==> src/rtl/uart_rx_frame_pkg.sv <==
// Shared UART receiver definitions: FSM states, frame constants, parity helper.
// Optional build macro UART_RX_PARITY_EN selects 8E1 framing in uart_rx_frame.
package uart_rx_frame_pkg;

    typedef enum logic [2:0] {
        IDLE   = 3'd0,
        START  = 3'd1,
        DATA   = 3'd2,
        PARITY = 3'd3,
        STOP   = 3'd4,
        BREAK  = 3'd5
    } rx_state_t;

    localparam int unsigned UART_DATA_BITS = 8;
    localparam logic        IDLE_LEVEL     = 1'b1;

    // Value of the parity bit that makes the total count of ones even.
    function automatic logic even_parity(input logic [UART_DATA_BITS-1:0] d);
        return ^d;
    endfunction

endpackage

==> src/rtl/uart_rx_frame_if.sv <==
// Serial line and received-byte outputs of the UART receiver.
interface uart_rx_frame_if;
    import uart_rx_frame_pkg::*;

    logic                      rxd;
    logic [UART_DATA_BITS-1:0] rdata;
    logic                      rdata_valid;
    logic                      ferr;
    logic                      perr;

    modport master (output rxd, input rdata, rdata_valid, ferr, perr);
    modport slave  (input rxd, output rdata, rdata_valid, ferr, perr);

endinterface

==> src/rtl/uart_rx_frame_sync2.sv <==
// Two-flop synchroniser with asynchronous reset to a configurable level.
module sync2 #(
    parameter logic RST_VAL = 1'b1
) (
    input  logic clk,
    input  logic rst,
    input  logic d,
    output logic q
);

    logic meta;

    always_ff @(posedge clk or posedge rst) begin
        if (rst) begin
            meta <= RST_VAL;
            q    <= RST_VAL;
        end else begin
            meta <= d;
            q    <= meta;
        end
    end

endmodule

==> src/rtl/uart_rx_frame.sv <==
// UART receiver, 8N1 LSB first with mid-bit sampling; define UART_RX_PARITY_EN for 8E1.
module uart_rx_frame
    import uart_rx_frame_pkg::*;
#(
    parameter int unsigned CLK_PER_HALF_BIT = 520
) (
    input  logic           clk,
    input  logic           rst,
    uart_rx_frame_if.slave bus
);

    localparam int unsigned H  = CLK_PER_HALF_BIT;
    localparam int unsigned CW = $clog2(2 * H);

    logic                      rx_s;
    rx_state_t                 state, state_next;
    logic [CW-1:0]             cnt;
    logic [2:0]                bidx;
    logic [UART_DATA_BITS-1:0] sh;
    logic [UART_DATA_BITS-1:0] rdata_q;
    logic                      valid_q, ferr_q;
    logic                      tick, shift_en, valid_d, ferr_d;

    sync2 #(.RST_VAL(IDLE_LEVEL)) u_sync (
        .clk (clk),
        .rst (rst),
        .d   (bus.rxd),
        .q   (rx_s)
    );

    // START waits half a bit to reach the middle of the start bit; later states wait a full bit.
    always_comb begin
        tick = 1'b0;
        if (state == START) tick = (cnt == CW'(H - 1));
        else                tick = (cnt == CW'(2 * H - 1));
    end

    always_ff @(posedge clk or posedge rst) begin
        if (rst) state <= IDLE;
        else     state <= state_next;
    end

    always_comb begin
        state_next = state;
        case (state)
            IDLE:   if (!rx_s) state_next = START;
            START:  if (tick) state_next = rx_s ? IDLE : DATA;
            DATA: begin
                if (tick && bidx == 3'(UART_DATA_BITS - 1)) begin
`ifdef UART_RX_PARITY_EN
                    state_next = PARITY;
`else
                    state_next = STOP;
`endif
                end
            end
            PARITY: if (tick) state_next = STOP;
            STOP:   if (tick) state_next = rx_s ? IDLE : BREAK;
            BREAK:  if (rx_s) state_next = IDLE;
            default: state_next = IDLE;
        endcase
    end

`ifdef UART_RX_PARITY_EN
    logic perr_pend, perr_d, perr_q;
`endif

    always_comb begin
        shift_en = (state == DATA) && tick;
        ferr_d   = (state == STOP) && tick && !rx_s;
`ifdef UART_RX_PARITY_EN
        valid_d  = (state == STOP) && tick && rx_s && !perr_pend;
        perr_d   = (state == STOP) && tick && rx_s && perr_pend;
`else
        valid_d  = (state == STOP) && tick && rx_s;
`endif
    end

    always_ff @(posedge clk or posedge rst) begin
        if (rst) begin
            cnt     <= '0;
            bidx    <= '0;
            sh      <= '0;
            rdata_q <= '0;
            valid_q <= 1'b0;
            ferr_q  <= 1'b0;
        end else begin
            valid_q <= valid_d;
            ferr_q  <= ferr_d;
            if (state == IDLE || state == BREAK || tick) cnt <= '0;
            else                                          cnt <= cnt + CW'(1);
            if (state == START && tick) bidx <= '0;
            else if (shift_en)          bidx <= bidx + 3'd1;
            if (shift_en) sh      <= {rx_s, sh[UART_DATA_BITS-1:1]};
            if (valid_d)  rdata_q <= sh;
        end
    end

`ifdef UART_RX_PARITY_EN
    always_ff @(posedge clk or posedge rst) begin
        if (rst) begin
            perr_pend <= 1'b0;
            perr_q    <= 1'b0;
        end else begin
            perr_q <= perr_d;
            if (state == PARITY && tick) perr_pend <= (rx_s != even_parity(sh));
        end
    end
    assign bus.perr = perr_q;
`else
    assign bus.perr = 1'b0;
`endif

    assign bus.rdata       = rdata_q;
    assign bus.rdata_valid = valid_q;
    assign bus.ferr        = ferr_q;

endmodule
==> src/flat_wrapper.sv <==
// flat-port wrapper written by rule: the top's interface ports become plain ports
module uart_rx_frame_flat import uart_rx_frame_pkg::*;
#(
    parameter int unsigned CLK_PER_HALF_BIT = 520
)
  (clk, rst, bus_rxd, bus_rdata, bus_rdata_valid, bus_ferr, bus_perr);
  uart_rx_frame_if bus_i ();
  input  logic clk;
  input  logic rst;
  input wire logic [$bits(bus_i.rxd)-1:0] bus_rxd;
  output wire logic [$bits(bus_i.rdata)-1:0] bus_rdata;
  output wire logic [$bits(bus_i.rdata_valid)-1:0] bus_rdata_valid;
  output wire logic [$bits(bus_i.ferr)-1:0] bus_ferr;
  output wire logic [$bits(bus_i.perr)-1:0] bus_perr;
  assign bus_i.rxd = bus_rxd;
  assign bus_rdata = bus_i.rdata;
  assign bus_rdata_valid = bus_i.rdata_valid;
  assign bus_ferr = bus_i.ferr;
  assign bus_perr = bus_i.perr;
  uart_rx_frame #(.CLK_PER_HALF_BIT(CLK_PER_HALF_BIT)) u_core (.clk(clk), .rst(rst), .bus(bus_i));
endmodule
==> config.mk <==
export PLATFORM = sky130hd
export DESIGN_NAME = uart_rx_frame_flat
export DESIGN_NICKNAME = d
export VERILOG_FILES = /design/src/rtl/uart_rx_frame_pkg.sv /design/src/rtl/uart_rx_frame_if.sv /design/src/rtl/uart_rx_frame_sync2.sv /design/src/rtl/uart_rx_frame.sv /design/src/flat_wrapper.sv
export SDC_FILE = /design/constraint.sdc
export NUM_CORES = 1
export LEC_CHECK = 0
export ABC_CLOCK_PERIOD_IN_PS = 4650
export BUFFER_PORTS_ARGS = -buffer_cell sky130_fd_sc_hd__buf_4
export CORE_MARGIN = 8
export CORE_UTILIZATION = 32
export CTS_CLUSTER_SIZE = 8
export DETAILED_ROUTE_END_ITERATION = 8
export HOLD_SLACK_MARGIN = 0.15
export PLACE_DENSITY_LB_ADDON = 0.1
export SLEW_MARGIN = 20
export SYNTH_ARGS = -nofsm -noshare
export SYNTH_HDL_FRONTEND = slang
export SYNTH_SLANG_ARGS = --single-unit
==> constraint.sdc <==
create_clock -name clk -period 4.65 [get_ports clk]
set_input_delay 0.465 -clock clk [delete_from_list [all_inputs] [get_ports clk]]
set_output_delay 0.465 -clock clk [all_outputs]
set_load 0.01 [all_outputs]
==> impl_metrics.ini <==
[global_routing]
grt_use_total_pct = 8.70
use_met3_pct = 3.34
use_met1_pct = 11.4
grt.busiest_layer = met2
grt_max_degree = 38
grt-ovfl-total = 0
grt_pass1_vias = 1144
grt_antenna_before_repair = 0
met2_usage_pct = 12.2
grt_pass1_wl_um = 5330

[yosys]
synth_edf_count = 0
syn_area_um2 = 1690
async_reset_ff_share_pct = 100
yosysUniqueCellTypes = 37
postSynthCellCount = 143
yosys_warnings = 0
synth-seq-cells = 37
yosysSeqAreaShare_pct = 54.8
synthFlopType = dfrtp_1
ys_top_cells_by_area = dfrtp_1, mux2_4, mux2_2
synthMostInstantiatedCell = dfrtp_1
synthTopCellsByCount = dfrtp_1, nor2_1, nand3_1
synth_top_cell_by_area = dfrtp_1
avgSynthCellArea_um2 = 11.8
synth.top_cell.area_share_pct = 51.7
syn-num-nets = 149

[final_layout]
diodes = 0
final_nets = 165
syn_to_final_growth_pct = 16.5
drive_gt1_share_pct = 26.9
utilization_pct = 38.6

[sta]
grt_setup_unrepaired = false
skew_ns = 0.00940
timing.setup.tns_ns = 0
tightest_slew_ns = 0.816
setup_viol = 0
fmax_mhz = 386
finalMaxSlewViolations = 0
fin_crit_sh_pct = 55.7
slew_headroom_pct = 45.1
finalHoldViolCount = 0
period_minus_slack_ns = 2.59

[placement]
hpwl_um = 2100
portBuffers = 12
gp_congestion = 0.780

[route]
vias_per_cell = 4.74
drt_pass1_iterations = 4
num_vias = 1090
drc = 0
drtIter0Drc = 44
wl_um = 2970
postRouteAntennaNets = 0
wire_per_inst_um = 12.9

[critical_path]
cp.required_ns = 4.82
crit_start = u_core.state[0]
r2r-end = u_core.bus.rdata[2]
arrival_ns = 2.76
reg2regPathDepth = 5
critPathKind = reg -> reg
crit_path_end = u_core.bus.rdata[2]
cp-start-kind = flip-flop
worstReg2RegStart = u_core.state[0]
r2r_setup_slack_ns = 2.06
critPathMaxFanout = 14
endpoint_kind = flip-flop

[die]
num_io_pins = 14
die_area_um2 = 7880
coreArea_um2 = 5110
fp.dieH_um = 88.8
start_util_pct = 33.2
num_rows = 26
dieWidth_um = 88.8

[clock_network]
cts_buffers = 5
cts-root-buf = clkbuf_8
clock_path_buffers = 2
clkTransAtPathRegs_ns = 0.07
h-tree-depth = 2
clock-sinks = 37
clkLatencyLatePin_ns = 0.28
cts.repair.resized = 0
postCtsHoldBufs = 0
cts_tree = done
post_cts_buffers = 0

[power]
cellLeakagePower_nw = 0.950
p_per_area_nw_per_um2 = 311
ir_drop_v = 0.000144

[run_status]
outcome = finished, final reports clean

[hold_path]
min_path_type = in -> async

[job]
maxCapViolCount = 0
[state kept, by name, summed over array words and instances (netlist names)]
name,cells
u_core.bidx,3
u_core.bus.ferr,1
u_core.bus.rdata,8
u_core.bus.rdata_valid,1
u_core.cnt,11
u_core.sh,8
u_core.state,3
u_core.u_sync.meta,1
u_core.u_sync.q,1
[cells in the final DEF (no fill, tap or decap), drive strengths merged, types with 3 or more instances in the layout]
master / instances
clkbuf: 7
buf: 14
ha: 3
nor3: 4
nand3: 10
or4: 3
nor2: 19
xor2: 4
nand2: 4
dfrtp: 35
xnor2: 5
mux2: 16
inv: 4
o21ai: 6
[worst max-delay path, stage by stage (launching register included)]
cell and delay [ns]:
dfrtp_1 0.56, nor3b_2 0.26, mux2i_1 0.14, or4_4 0.57, or4_4 0.62, mux2_4 0.33
[how the worst min path moves through the flow]
stage	start	to	slack [ns]	cells after the start
finish	rst	u_core.sh[5]	0.28	3
global placement	u_core.u_sync.meta	u_core.u_sync.q	0.35	0
CTS	bus_rxd	u_core.u_sync.meta	0.27	1
global route	bus_rxd	u_core.u_sync.meta	0.27	1
detailed placement	u_core.u_sync.meta	u_core.u_sync.q	0.35	0
floorplan	u_core.u_sync.meta	u_core.u_sync.q	0.35	0
[cells by family after synthesis]
group / Yosys count / synth area share (%)
buffers and inverters: 9 / 2.66
and+or+nand+nor: 55 / 18.1
xor gates and xnor gates: 9 / 4.65
AOI/OAI and AO/OA: 12 / 4.36
other: 1 / 0.221
DFF: 37 / 54.8
adders and majority gates: 3 / 2.22
muxes: 17 / 13.0
[through the flow]
| step | total power [W] | instances | worst slack, ns | hold WS [ns] | cell area (µm²) |
|---|---|---|---|---|---|
| floorplan | 0.000336 | 143 | 2.22 | 0.345 | 1690 |
| global placement | 0.000339 | 222 | 2.09 | 0.346 | 1860 |
| detailed placement | 0.000340 | 222 | 2.03 | 0.348 | 1860 |
| CTS | 0.000626 | 230 | 2.05 | 0.271 | 1970 |
| global route | 0.000637 | 230 | 1.88 | 0.266 | 1970 |
| finish | 0.000614 | 230 | 2.06 | 0.281 | 1970 |
[where the power goes]
part	leakage (nW)	switching (W)	internal, W
Combinational	0.397	0.00000718	0.00000183
Clock	0.0585	0.000107	0.000175
Sequential	0.495	0.000000604	0.000323
Total	0.950	0.000114	0.000500
[final cells by class]
class | count | area, µm²
fill | 515 | 3130
sequential | 37 | 928
multi-input combinational | 97 | 721
timing repair buffer | 14 | 105
tap | 70 | 87.6
clock buffer | 7 | 86.3
clock inverter | 1 | 30.0
inverter | 4 | 15.0
[routing by layer]
metal  vias up  part of all wire (%)
met3         6                   4.3
li1        531                     -
met4         0                   1.6
met5         -                     0
met1       537                    51
met2        16                    43
Note: power is estimated with default switching activity, not from simulation.
